`src/rtl/onehot_scan_decoder_pkg.sv`:
```
// rtl/onehot_scan_decoder_pkg.sv - shared state and mode encodings for the one-hot scan decoder
package onehot_scan_decoder_pkg;

    typedef enum logic [1:0] {
        IDLE   = 2'd0,
        DIRECT = 2'd1,
        SCAN   = 2'd2
    } state_t;

    localparam logic MODE_DIRECT = 1'b0;
    localparam logic MODE_SCAN   = 1'b1;

endpackage

```
`src/rtl/onehot_scan_decoder_if.sv`:
```
// rtl/onehot_scan_decoder_if.sv - control/select inputs and one-hot outputs of the scan decoder
interface onehot_scan_decoder_if #(
    parameter int SEL_W = 4,
    parameter int N     = 16
);
    logic             en;
    logic             mode;
    logic [SEL_W-1:0] sel;
    logic [SEL_W-1:0] last;
    logic [N-1:0]     out;
    logic [SEL_W-1:0] cur_sel;
    logic             wrap;
    logic             err;

    modport master (
        output en, mode, sel, last,
        input  out, cur_sel, wrap, err
    );

    modport slave (
        input  en, mode, sel, last,
        output out, cur_sel, wrap, err
    );
endinterface

```
`src/rtl/onehot_scan_decoder_dwell_counter.sv`:
```
// rtl/onehot_scan_decoder_dwell_counter.sv - modulo-DWELL counter with synchronous clear and terminal count
module dwell_counter #(
    parameter int DWELL = 4
) (
    input  logic clk,
    input  logic rst_n,
    input  logic clr,
    output logic tc
);
    localparam int CNT_W = $clog2(DWELL + 1);
    localparam logic [CNT_W-1:0] CNT_LAST = CNT_W'(DWELL - 1);

    logic [CNT_W-1:0] dwell_cnt;

    assign tc = (dwell_cnt == CNT_LAST);

    always_ff @(posedge clk or negedge rst_n) begin
        if (!rst_n) begin
            dwell_cnt <= '0;
        end else if (clr || tc) begin
            dwell_cnt <= '0;
        end else begin
            dwell_cnt <= dwell_cnt + CNT_W'(1);
        end
    end
endmodule

```
`src/rtl/onehot_scan_decoder.sv`:
```
// rtl/onehot_scan_decoder.sv - registered binary-to-one-hot decoder with auto-scan mode
module onehot_scan_decoder
    import onehot_scan_decoder_pkg::*;
#(
    parameter int SEL_W = 4,
    parameter int N     = 16,
    parameter int DWELL = 4
) (
    input  logic                   clk,
    input  logic                   rst_n,
    onehot_scan_decoder_if.slave   dec
);
    localparam logic [SEL_W-1:0] LAST_CH = SEL_W'(N - 1);

    state_t           state;
    logic [N-1:0]     out_q;
    logic [SEL_W-1:0] cur_sel_q;
    logic             wrap_q;
    logic             err_q;

    logic             scan_run;
    logic             tc;
    logic             sel_oob;
    logic [SEL_W-1:0] eff_last;
    logic             at_last;
    logic [SEL_W-1:0] next_ch;

    function automatic logic [N-1:0] onehot(input logic [SEL_W-1:0] idx);
        onehot = N'(1) << idx;
    endfunction

    // Counter only runs while already scanning; any other cycle restarts the dwell.
    assign scan_run = dec.en && (dec.mode == MODE_SCAN) && (state == SCAN);

    dwell_counter #(
        .DWELL (DWELL)
    ) u_dwell (
        .clk   (clk),
        .rst_n (rst_n),
        .clr   (!scan_run),
        .tc    (tc)
    );

    // Compares are widened by one bit so N == 2**SEL_W stays well-defined.
    assign sel_oob  = ({1'b0, dec.sel} >= (SEL_W + 1)'(N));
    assign eff_last = ({1'b0, dec.last} > {1'b0, LAST_CH}) ? LAST_CH : dec.last;
    assign at_last  = (cur_sel_q >= eff_last);
    assign next_ch  = at_last ? '0 : cur_sel_q + SEL_W'(1);

    always_ff @(posedge clk or negedge rst_n) begin
        if (!rst_n) begin
            state     <= IDLE;
            out_q     <= '0;
            cur_sel_q <= '0;
            wrap_q    <= 1'b0;
            err_q     <= 1'b0;
        end else if (!dec.en) begin
            state  <= IDLE;
            out_q  <= '0;
            wrap_q <= 1'b0;
            err_q  <= 1'b0;
        end else if (dec.mode == MODE_DIRECT) begin
            state     <= DIRECT;
            cur_sel_q <= dec.sel;
            wrap_q    <= 1'b0;
            if (sel_oob) begin
                out_q <= '0;
                err_q <= 1'b1;
            end else begin
                out_q <= onehot(dec.sel);
                err_q <= 1'b0;
            end
        end else begin
            state <= SCAN;
            err_q <= 1'b0;
            if (state != SCAN) begin
                cur_sel_q <= '0;
                out_q     <= onehot('0);
                wrap_q    <= 1'b0;
            end else if (tc) begin
                cur_sel_q <= next_ch;
                out_q     <= onehot(next_ch);
                wrap_q    <= at_last;
            end else begin
                wrap_q <= 1'b0;
            end
        end
    end

    assign dec.out     = out_q;
    assign dec.cur_sel = cur_sel_q;
    assign dec.wrap    = wrap_q;
    assign dec.err     = err_q;
endmodule

```
`src/flat_wrapper.sv`:
```
// flat-port wrapper written by rule: the top's interface ports become plain ports
module onehot_scan_decoder_flat import onehot_scan_decoder_pkg::*;
#(
    parameter int SEL_W = 4,
    parameter int N     = 16,
    parameter int DWELL = 4
)
  (clk, rst_n, dec_en, dec_mode, dec_sel, dec_last, dec_out, dec_cur_sel, dec_wrap, dec_err);
  onehot_scan_decoder_if #(.SEL_W(SEL_W), .N(N)) dec_i ();
  input  logic clk;
  input  logic rst_n;
  input wire logic [$bits(dec_i.en)-1:0] dec_en;
  input wire logic [$bits(dec_i.mode)-1:0] dec_mode;
  input wire logic [$bits(dec_i.sel)-1:0] dec_sel;
  input wire logic [$bits(dec_i.last)-1:0] dec_last;
  output wire logic [$bits(dec_i.out)-1:0] dec_out;
  output wire logic [$bits(dec_i.cur_sel)-1:0] dec_cur_sel;
  output wire logic [$bits(dec_i.wrap)-1:0] dec_wrap;
  output wire logic [$bits(dec_i.err)-1:0] dec_err;
  assign dec_i.en = dec_en;
  assign dec_i.mode = dec_mode;
  assign dec_i.sel = dec_sel;
  assign dec_i.last = dec_last;
  assign dec_out = dec_i.out;
  assign dec_cur_sel = dec_i.cur_sel;
  assign dec_wrap = dec_i.wrap;
  assign dec_err = dec_i.err;
  onehot_scan_decoder #(.SEL_W(SEL_W), .N(N), .DWELL(DWELL)) u_core (.clk(clk), .rst_n(rst_n), .dec(dec_i));
endmodule
```
`config.mk`:
```
export PLATFORM = sky130hd
export DESIGN_NAME = onehot_scan_decoder_flat
export DESIGN_NICKNAME = d
export VERILOG_FILES = /design/src/rtl/onehot_scan_decoder_pkg.sv /design/src/rtl/onehot_scan_decoder_if.sv /design/src/rtl/onehot_scan_decoder_dwell_counter.sv /design/src/rtl/onehot_scan_decoder.sv /design/src/flat_wrapper.sv
export SDC_FILE = /design/constraint.sdc
export NUM_CORES = 1
export LEC_CHECK = 0
export ABC_CLOCK_PERIOD_IN_PS = 2000
export BUFFER_PORTS_ARGS = -buffer_cell sky130_fd_sc_hd__buf_2
export CAP_MARGIN = 20
export CORE_AREA = 2 2 56 58
export DETAILED_ROUTE_END_ITERATION = 6
export DIE_AREA = 0 0 58 60
export PLACE_DENSITY = 0.76
export SLEW_MARGIN = 20
export SYNTH_ARGS = -nofsm -noshare
export SYNTH_HDL_FRONTEND = slang
export SYNTH_SLANG_ARGS = --single-unit
```
`constraint.sdc`:
```
create_clock -name clk -period 2 [get_ports clk]
set_input_delay 0.1 -clock clk [delete_from_list [all_inputs] [get_ports clk]]
set_output_delay 0.1 -clock clk [all_outputs]
set_load 0.02 [all_outputs]
```
# --- Word-level counts from Yosys, hierarchy flattened ---
# Index checks and enable logic that the tools add are counted.
totals:
  ff_bits: 26
  latchBits: 0
  ramBits: 0
  rom_bits: 0
  inputBits: 12
  out_inout_bits: 22
  wordCells: 35
  n_memories: 0
classes:
  addsub: 2
  mul: 0
  n_div: 0
  n_lt_le_gt_ge: 1
  n_eq_ne: 5
  shift: 2
  mux: 15
  bitwise_logic: 0
  reduce_logical: 5
ops:
  columns: ["cell", "count"]
  rows:
  - ["16-bit 2-to-1 mux", 4]
  - ["1-bit by 4-bit left shift with 16-bit output, first input constant", 2]
  - ["4-bit 2-to-1 mux", 4]
  - ["4-bit by 1-bit adder with 4-bit output, second input constant", 1]
  - ["4-bit greater-or-equal comparator", 1]
  - ["1-bit 2-to-1 mux", 4]
  - ["2-bit 2-to-1 mux", 2]
  - ["4-bit by 2-bit inequality test with 1-bit output, second input constant", 1]
  - ["3-bit by 1-bit adder with 3-bit output, second input constant", 1]
  - ["3-bit by 2-bit equality test with 1-bit output, second input constant", 1]
  - ["3-bit 2-to-1 mux", 1]
  - ["3-bit by 1-bit inequality test with 1-bit output, second input constant", 1]
  - ["2-bit equality test, second input constant", 1]
  - ["1-bit logical AND", 2]
  - ["2-bit inequality test, second input constant", 1]
  - ["2-bit AND reduction", 1]
  - ["1-bit zero test", 1]
  - ["1-bit logical OR", 1]

# --- Logic depth before layout (Yosys ltp) ---
# Gate-level depths: netlist of the first run.
logic_depth:
  ltp_word: 7
  mapped_depth: 7
  depth_no_buf: 6

# --- Modules after synthesis ---
# A second synthesis of the first run with hierarchy kept.
unflattened:
  cells_unflattened: 143
  hier_area_um2: 1475.2
modules_own_cells:
  columns: ["mod", "instances", "cells_each", "area_each_um2", "seq_area_each_um2"]
  rows:
  - ["onehot_scan_decoder", 1, 134, 1348.8, 575.6]
  - ["dwell_counter", 1, 9, 126.4, 75.1]

# --- Worst setup path before layout of the first run ---
# Ideal clock, no wire load.
synth_timing:
  path_type: "register to register"
  startpoint: "reg u_core.cur_sel_q[0], in the netlist u_core.dec.cur_sel[0]"
  endpoint: "reg u_core.cur_sel_q[2], in the netlist u_core.dec.cur_sel[2]"
  setup_ns: 0.087
  arrival_time_ns: 1.879
  required_time_ns: 1.913
  path_slack_ns: 0.034
  path_stages_with_launch: 7
  n_path_buf: 0
  period_less_slack_ns: 1.966
  cell_sequence: "dfrtp_1 > inv_1 > ha_1 > nor3b_1 > o21ai_0 > or4_1 > o211ai_1"
synth_between:
  elab_chain_cells: 5
  elab_cells_between_ends: 6
  cone_classes: "1 x add/sub; 1 x order compare; 4 x mux"
synth_lines:
  columns: ["item", "line", "source"]
  rows:
  - ["start, declared", "onehot_scan_decoder.sv:17", "logic [SEL_W-1:0] cur_sel_q;"]
  - ["start signal, assigned", "onehot_scan_decoder.sv:64", "cur_sel_q <= dec.sel;"]
  - ["start signal, assigned", "onehot_scan_decoder.sv:81", "cur_sel_q <= next_ch;"]
  - ["4-bit by 1-bit adder with 4-bit output / 4-bit greater-or-equal comparator (equally long branches)", "onehot_scan_decoder.sv:48, onehot_scan_decoder.sv:47", null]
  - ["4-bit 2-to-1 mux (*)", "onehot_scan_decoder.sv:48", "assign next_ch = at_last ? '0 : cur_sel_q + SEL_W'(1);"]
  - ["4-bit 2-to-1 mux (*)", "onehot_scan_decoder.sv:80", "end else if (tc) begin"]
  - ["4-bit 2-to-1 mux (*)", "onehot_scan_decoder.sv:76", "if (state != SCAN) begin"]
  - ["4-bit 2-to-1 mux (*)", "onehot_scan_decoder.sv:62", "end else if (dec.mode == MODE_DIRECT) begin"]
# Every way passes the cells marked *; elsewhere a longest branch is shown, timed or not. The select of a mux whose other input is x is not followed.
# A chain may end at the register's enable or synchronous reset.

# --- Final worst setup path of the first run ---
layout_timing:
  startpoint: "reg u_core.cur_sel_q[0], in the netlist u_core.dec.cur_sel[0]"
  endpoint: "reg u_core.out_q[0], in the netlist u_core.dec.out[0]"
layout_between:
  elab_chain_cells: 7
  elab_cells_between_ends: 8
  cone_classes: "1 x add/sub; 1 x order compare; 1 x shift; 5 x mux"
layout_lines:
  columns: ["item", "line", "source"]
  rows:
  - ["4-bit by 1-bit adder with 4-bit output / 4-bit greater-or-equal comparator (equally long branches)", "onehot_scan_decoder.sv:48, onehot_scan_decoder.sv:47", null]
  - ["4-bit 2-to-1 mux (*)", "onehot_scan_decoder.sv:48", null]
  - ["1-bit by 4-bit left shift with 16-bit output (*)", "onehot_scan_decoder.sv:29", "onehot = N'(1) << idx;"]
  - ["16-bit 2-to-1 mux (*)", "onehot_scan_decoder.sv:80", null]
  - ["16-bit 2-to-1 mux (*)", "onehot_scan_decoder.sv:76", null]
  - ["16-bit 2-to-1 mux (*)", "onehot_scan_decoder.sv:62", null]
  - ["16-bit 2-to-1 mux (*)", "onehot_scan_decoder.sv:57", "end else if (!dec.en) begin"]
  - ["end signal, assigned", "onehot_scan_decoder.sv:70", "out_q <= onehot(dec.sel);"]
  - ["end signal, assigned", "onehot_scan_decoder.sv:78", "out_q <= onehot('0);"]
  - ["end signal, assigned", "onehot_scan_decoder.sv:82", "out_q <= onehot(next_ch);"]
  - ["end, declared", "onehot_scan_decoder.sv:16", "logic [N-1:0] out_q;"]
# Marked as above.

==> metrics.csv, run 1 <==
metric,value,unit
synth_fa_ha_area_share,5.99,%
yosysSeqAreaShare,44.5,%
placedCellCount,209,
synth_largest_area_cell,dfrtp_1,
first_global_vias,1249,
die_h,60,µm
clock-skew-final,0.792,ps
top_layer,met4,
dr_wl_met3,214,µm
power_density,692,mW/mm²
root_buffer,clkbuf_4,
leakage,0.867,nW
synth_fp_nets,161,
antenna_found_initial,0,
via_per_inst,6.08,
grtUsageTotal,22.7,%
rsz0062_at_grt,false,
grt_max_degree,27,
slew_violations,0,
ys_warn_count,0,
synthMuxAreaShare,0,%
synthDistinctLibCells,42,
synth-seq-cells,26,
grt_pass1_wl,5900,µm
ant_nets,0,
gp_congestion,0.905,
cp-start-kind,flip-flop,
fmax,530,MHz
critical_path_class,flip-flop to flip-flop,
clk_pin_slew,140,ps
synthTopCellsByArea,"dfrtp_1, a22oi_1, ha_1",
clk_latency,330,ps
finalCritPeriodShare,94.4,%
start_util,50.4,%
cts_buffer_depth,2,
synth_top_family_by_area,compound AO/OA/AOI/OAI gates,
cts_tree,yes,
post_drt_wl_per_cell,16.6,µm
stdcell_count,214,
crit_path_max_fanout,9,
core,0.00290,mm²
syn_area,0.00146,mm²
yosys.area_share.xor_xnor,1.71,%
m1WireLength,1540,µm
antennaDiodeCount,0,
route.vias.total,1302,
maxCapViolCount,0,
nets,201,
synth_top_area_share,44.5,%
area_growth,19.3,%
die_x,58,µm
hp-class,input pin to flip-flop,
crit_path_max_incr_delay,470,ps
routed_wl,3550,µm
cp_data_required_time,2240,ps
slew_headroom,61.5,%
ios,34,
vdd_ir_drop_max,630,µV
critPathCaptureType,flip-flop,
hpwl,2670,µm
drc,0,
tightest_slew,577,ps
wl_met2,1690,µm
synthCells,142,
drt_iter0_drc,54,
htreeDepth,1,
final.setup.tns,0,ps
cts.sinks,26,
cpMaxStageDelayCell,xor2_1,
drt-pass1-iter-count,5,
drive_gt1_share,27.1,%
synth_compound_area_share,23.3,%
cts_made_buffers,3,
synthSimpleGateAreaFrac,20.9,%
die_area,0.00348,mm²
grt.overflow.total,0,
core.rowCount,20,
numPortBuffers,32,
hold_violations,0,
setup_viol,0,
post-route-min-period,1890,ps
worstPathArrival,2130,ps
avgSynthCellArea,10.3,µm²
crit_chain,"buf_4, ha_1, xor2_1, or2_2, o211ai_1, a22o_1",
status,"complete, no violations",
==> synthesized netlist by cell type (all sizes together) <==
| library cell | count |
|---|---|
| nor2b | 2 |
| buf | 3 |
| a311oi | 1 |
| and3b | 3 |
| nand2 | 8 |
| nand4 | 3 |
| or4 | 1 |
| o32ai | 1 |
| ha | 7 |
| or2 | 2 |
| nand4b | 1 |
| a22oi | 12 |
| a21oi | 5 |
| o21ai | 12 |
| o21a | 2 |
| nand3b | 1 |
| a32oi | 6 |
| and2b | 4 |
| conb | 1 |
| o211ai | 3 |
| nand3 | 4 |
| and2 | 3 |
| xnor2 | 1 |
| nor3 | 1 |
| a21boi | 1 |
| inv | 7 |
| nand2b | 3 |
| nor2 | 9 |
| dfrtp | 26 |
| and3 | 1 |
| o41ai | 3 |
| o31ai | 1 |
| nor3b | 2 |
| a22o | 1 |
| xor2 | 1 |
==> stage by stage <==
stage	setup slack [ps]	power (mW)	hold slack [ps]	cell area, µm²	util, %
finish	113	1.21	77.7	1750	60.1
global route	5.91	1.26	84.1	1750	60.1
CTS	116	1.21	68.2	1740	60.0
detailed placement	133	0.843	137	1680	57.8
global placement	167	0.835	126	1680	57.8
floorplan	34.4	0.741	-196	1460	-
==> critical path, delay by kind of cell (launching register included) <==
family / cells / cell delay, ps
compound gates: 2 / 290
flops: 1 / 410
xor+xnor: 1 / 470
simple gates: 1 / 220
buf+inv: 1 / 170
fa+ha+maj: 1 / 230
==> repair_timing <==
action	CTS	global route
hold buffers	1	0
buffers inserted	0	0
hold endpoints to repair	26	0
resized for setup	0	1
setup endpoints to repair	0	8
==> worst paths after layout <==
path	from	to	slack (ps)	cells past startpoint
max	u_core.dec.cur_sel[0]	u_core.dec.out[0]	110	6
min	dec_en	u_core.state[1]	80	2
max reg2reg	u_core.dec.cur_sel[0]	u_core.dec.out[0]	110	6
min reg2reg	u_core.dec.out[3]	u_core.dec.out[3]	520	2
max in group asynchronous	rst_n	u_core.dec.out[5]	1350	2
min in group asynchronous	rst_n	u_core.dec.wrap	270	2
==> flip-flops by register name, indices dropped and copies added (netlist names) <==
| signal | count |
|---|---|
| u_core.dec.cur_sel | 4 |
| u_core.dec.wrap | 1 |
| u_core.u_dwell.dwell_cnt | 3 |
| u_core.dec.out | 16 |
| u_core.state | 2 |
==> placed cells by master, fill, tap and decap left out, types with 4 or more instances in the layout <==
master    n
inv_1     7
and2b_1   4
nor2_1    8
buf_2    32
buf_4     5
a32oi_1   6
o21ai_0   8
a21oi_1   5
o21ai_1   4
nand2_1   7
nand3_1   4
a22oi_1  12
dfrtp_1  26
ha_1      7
==> layer usage <==
metal / global-route usage [%] / vias up
li1: - / 617
met1: 30.1 / 616
met2: 36.7 / 58
met3: 2.81 / 11
met4: 11.3 / 0
met5: 0 / -
==> power breakdown <==
group	internal (mW)	switching (mW)	leakage, nW	total [mW]
sequential	0.543	0.0150	0.351	0.558
combinational	0.102	0.180	0.488	0.282
clock	0.203	0.165	0.0279	0.369
==> kinds of logic after synthesis <==
| group | after synthesis |
|---|---|
| AO/OA/AOI/OAI | 48 |
| buffers and inverters | 10 |
| adder cells (fa/ha/maj) | 7 |
| other | 1 |
| AND/OR/NAND/NOR | 48 |
| flip-flops | 26 |
| XOR/XNOR | 2 |
==> final cells by class <==
| type | instances | area (µm²) |
|---|---|---|
| fillers | 247 | 1160 |
| multi-input cells | 106 | 767 |
| flip-flops and latches | 26 | 651 |
| repair buffers | 38 | 208 |
| well taps | 33 | 41.3 |
| clock inverters | 1 | 30.0 |
| inverters | 7 | 26.3 |
| clock buffers | 3 | 22.5 |
Power figures use the tool's default switching activity.
==> run 2, diff against run 1 <==
- RECOVER_POWER: not set -> 100
==> run 2 against run 1 <==
- worst hold slack improved by 6.6 ps
- maximum frequency is essentially flat
- utilization shrank 1.2 points
- first-iteration DRC count up 13%
- critical path depth unchanged
- setup slack got worse by 1.3 ps
- via count unchanged
- sequential power about the same
- die area stayed put
- critical endpoint unchanged
- largest cell class unchanged
==> metrics.csv, run 2 (same netlist as run 1, synthesis figures left out) <==
metric,value,unit
status,"complete, no violations",
routed_wl,3580,µm
fill_cells,257,
multi_input_area,767,µm²
hpwl,2670,µm
antennaDiodeCount,0,
leakage,0.774,nW
cts_made_buffers,3,
final_common_cell,dfrtp_1,
antenna_found_initial,0,
grt.overflow.total,0,
fmax,530,MHz
clock-skew-final,3.45,ps
final.setup.tns,0,ps
stdcell_area,0.00171,mm²
postCtsSetupBuffers,0,
grt_max_degree,27,
nets,201,
cts_buffer_depth,2,
worstPathArrival,2130,ps
clk_latency,340,ps
crit_chain,"buf_4, ha_1, xor2_1, or2_2, o211ai_1, a22o_1",
mostFrequentLayoutCells,"dfrtp_1, clkbuf_1, a22oi_1, o21ai_0, buf_2",
p_sw,0.362,mW
hold_violations,0,
slew_violations,0,
gp_congestion,0.905,
cts.sinks,26,
crit_path_max_incr_delay,470,ps
tightest_slew,1390,ps
clk_pin_slew,140,ps
htreeDepth,1,
seq_area,651,µm²
cp_top_family,XOR/XNOR gates,
setup_viol,0,
route.vias.total,1302,
vdd_ir_drop_max,638,µV
die_area,0.00348,mm²
post_drt_wl_per_cell,16.7,µm
pwr-share-clk,30.8,%
largest_register_ff_count,16,
p_int,0.841,mW
cpMaxStageDelayCell,xor2_1,
core.rowCount,20,
hp-class,input pin to flip-flop,
die_x,58,µm
power_density,702,mW/mm²
ant_nets,0,
post-route-min-period,1890,ps
ios,34,
cts_tree,yes,
core,0.00290,mm²
crit_path_max_fanout,9,
maxCapViolCount,0,
critical_path_class,flip-flop to flip-flop,
post_dp_cell_area,0.00168,mm²
grtUsageTotal,22.7,%
area_growth,17.0,%
slew_headroom,7.65,%
switching_share,30.1,%
first_global_vias,1249,
drt-pass1-iter-count,4,
combinationalPowerShare,22.8,%
drt_iter0_drc,61,
cp-start-kind,flip-flop,
start_util,50.4,%
critPathCaptureType,flip-flop,
drive_gt1_share,14.4,%
drc,0,
power_frac_seq,46.4,%
finalCritPeriodShare,94.4,%
rsz0062_at_grt,false,
grt_pass1_wl,5900,µm
die_h,60,µm
via_per_inst,6.08,
root_buffer,clkbuf_4,
crit_buf_inv,1,
numPortBuffers,32,
cp_data_required_time,2240,ps
run 2: cell count changes in the layout (fill, tap and decap cells not counted), sizes merged:
cell,previous run,this run
clkbuf,3,27
buf,37,13
run 2: final cells by class:
| type | count | area share (%) |
|---|---|---|
| Timing Repair Buffer | 38 | 10.2 |
| Tap cell | 33 | 2.41 |
| Sequential cell | 26 | 38.0 |
| Clock buffer | 3 | 1.32 |
| Inverter | 7 | 1.54 |
| Clock inverter | 1 | 1.75 |
| Multi-Input combinational cell | 106 | 44.8 |
run 2: stage by stage:
step                      util (%)  total power [mW]  hold slack [ps]  setup WS, ps  instances
after floorplan                  -             0.741             -196          34.4        142
after global placement        57.8             0.835              126           167        209
after detailed placement      57.8             0.843              137           133        209
after CTS                     60.0              1.21             68.2           116        214
after global routing          59.0              1.26             84.1          5.90        214
final                         59.0              1.20             84.3           112        214
run 2: path summary, 6_finish.rpt:
kind                                  startpoint                    end  slack, ps  cells after the start
min in group asynchronous                  rst_n        u_core.dec.wrap        590                      2
max reg2reg                u_core.dec.cur_sel[0]      u_core.dec.out[0]        110                      6
min reg2reg                    u_core.dec.out[3]      u_core.dec.out[3]        530                      2
max                        u_core.dec.cur_sel[0]      u_core.dec.out[0]        110                      6
max in group asynchronous                  rst_n  u_core.dec.cur_sel[2]        610                      2
min                                     dec_mode        u_core.state[1]         80                      2
run 2: per-layer routing:
layer | track usage [%] | vias up | share of wire, %
li1 | - | 619 | -
met1 | 30.1 | 618 | 44
met2 | 36.7 | 58 | 48
met3 | 2.81 | 7 | 6.7
met4 | 11.3 | 0 | 2.1
met5 | 0 | - | 0
run 2: repair_timing:
item / CTS / global route
hold buffers: 1 / 0
resized for setup: 0 / 1
endpoints found under the hold margin: 26 / 0
setup endpoints to repair: 0 / 8
run 2: power groups by stage:
| stage | Combinational, mW | Clock [mW] | Sequential (mW) |
|---|---|---|---|
| after CTS | 0.277 | 0.372 | 0.557 |
| final | 0.274 | 0.370 | 0.558 |
| after floorplan | 0.147 | 0 | 0.594 |
| after detailed placement | 0.276 | 0 | 0.567 |
| after global routing | 0.303 | 0.395 | 0.560 |
| after global placement | 0.269 | 0 | 0.565 |
==> run 3, diff against run 2 <==
- HOLD_SLACK_MARGIN: not set -> 0.15
==> run 3 against run 2 <==
- cell count increased by 3.3%
- sequential cell count is the same
- global-route usage grew 0.28 points
- routed wire length grew 0.89%
- non-clock buffer count grew 7
- sequential share of layout area fell by 1.3 points
- first-iteration DRC count shrank 8.2%
- largest cell class unchanged
==> metrics.csv, run 3 (same netlist as run 1, synthesis figures left out) <==
metric,value,unit
status,"complete, no violations",
cpMaxStageDelayCell,xor2_1,
setup_viol,0,
cts_made_buffers,3,
crit_start,u_core.dec.cur_sel[0],
cp-start-kind,flip-flop,
drt_iter0_drc,56,
drt-pass1-iter-count,4,
htreeDepth,1,
largest_register_ff_count,16,
nets,208,
r2r_end,u_core.dec.out[0],
rr_worst_depth,6,
cp_data_required_time,2240,ps
drive_gt1_share,13.3,%
ios,34,
gp_congestion,0.905,
die_area,0.00348,mm²
hp-class,input pin to flip-flop,
leakage,0.802,nW
fmax,527,MHz
antennaDiodeCount,0,
first_global_vias,1289,
maxCapViolCount,0,
final_common_cell,dfrtp_1,
multi_input_area,756,µm²
cts.sinks,26,
hpwl,2670,µm
rsz0062_at_grt,false,
tightest_slew,1390,ps
crit_cells,6,
crit_end,u_core.dec.out[0],
clk_pin_slew,140,ps
hold_violations,0,
vdd_ir_drop_max,640,µV
utilization,61.0,%
fill_cells,248,
cts_buffer_depth,2,
crit_chain,"buf_4, ha_1, xor2_1, or2_2, o211ai_1, a22o_1",
post_drt_wl_per_cell,16.3,µm
stdcell_count,221,
final.setup.tns,0,ps
placedCellCount,209,
grtUsageTotal,23.0,%
mostFrequentLayoutCells,"dfrtp_1, clkbuf_1, a22oi_1, o21ai_0, buf_2",
core.rowCount,20,
core,0.00290,mm²
seq_area,651,µm²
clock-skew-final,3.35,ps
slew_violations,0,
antenna_found_initial,0,
cts_tree,yes,
reg2reg_slack,100,ps
worstPathArrival,2140,ps
finalCritPeriodShare,94.9,%
crit_buf_inv,1,
via_per_inst,6.03,
area_growth,21.0,%
routed_wl,3610,µm
cp_top_family,XOR/XNOR gates,
ant_nets,0,
slew_headroom,7.10,%
die_x,58,µm
route.vias.total,1332,
post-route-min-period,1900,ps
root_buffer,clkbuf_4,
power_density,685,mW/mm²
critical_path_class,flip-flop to flip-flop,
start_util,50.4,%
grt_max_degree,27,
timing.rr.start,u_core.dec.cur_sel[0],
numPortBuffers,32,
die_h,60,µm
critPathCaptureType,flip-flop,
grt_pass1_wl,5980,µm
clk_latency,340,ps
crit_path_max_fanout,9,
drc,0,
crit_path_max_incr_delay,470,ps
grt.overflow.total,0,
run 3: cell count changes in the layout (fill, tap and decap cells not counted), sizes merged:
| cell | previous run | this run |
|---|---|---|
| dlygate4sd3 | 1 | 8 |
run 3: repair_timing:
| item | 4_1_cts | 5_1_grt |
|---|---|---|
| endpoints found under the hold margin | 37 | 0 |
| buffers inserted | 0 | 0 |
| setup endpoints to repair | 0 | 7 |
| gates resized for setup | 0 | 1 |
| hold buffers | 8 | 0 |
run 3: through the flow:
stage	hold WS [ps]	worst slack (ps)	total power, mW	area [µm²]
2_1_floorplan	-196	34.4	0.741	1460
3_3_place_gp	126	167	0.835	1680
3_5_place_dp	137	133	0.843	1680
4_1_cts	301	116	1.22	1810
5_1_grt	388	8.65	1.26	1770
6_report	344	102	1.21	1770
run 3: cell type report:
class | count | area share (%)
multi-input combinational | 106 | 42.7
sequential | 26 | 36.7
timing repair buffer | 45 | 13.8
tap | 33 | 2.33
clock inverter | 1 | 1.70
inverter | 7 | 1.48
clock buffer | 3 | 1.27
run 3: metal layers:
layer  global-route usage (%)  vias up  routed length [µm]
li1                         -      631                   -
met1                     30.0      631                1550
met2                     37.8       61                1760
met3                     2.81        9                 226
met4                     11.3        0                  76
met5                        0        -                   0
run 3: worst reg2reg max path, cell delays in order (launching register included):
cell	delay (ps)
dfrtp_1	420
buf_4	170
ha_1	230
xor2_1	470
or2_2	230
o211ai_1	80
a22o_1	210
run 3: how the worst min path moves through the flow:
stage	startpoint	end	slack, ps	cells after the start
5_1_grt	dec_last[3]	u_core.dec.cur_sel[2]	390	7
2_1_floorplan	rst_n	u_core.dec.cur_sel[0]	-200	0
6_report	dec_last[3]	u_core.dec.cur_sel[2]	340	7
3_3_place_gp	rst_n	u_core.u_dwell.dwell_cnt[0]	130	1
3_5_place_dp	rst_n	u_core.u_dwell.dwell_cnt[2]	140	1
4_1_cts	rst_n	u_core.dec.out[12]	300	2
run 3: power by group:
group	internal (mW)	total, mW	leakage, nW	switching [mW]
clock	0.203	0.371	0.0279	0.168
sequential	0.543	0.558	0.351	0.0154
combinational	0.103	0.283	0.423	0.180
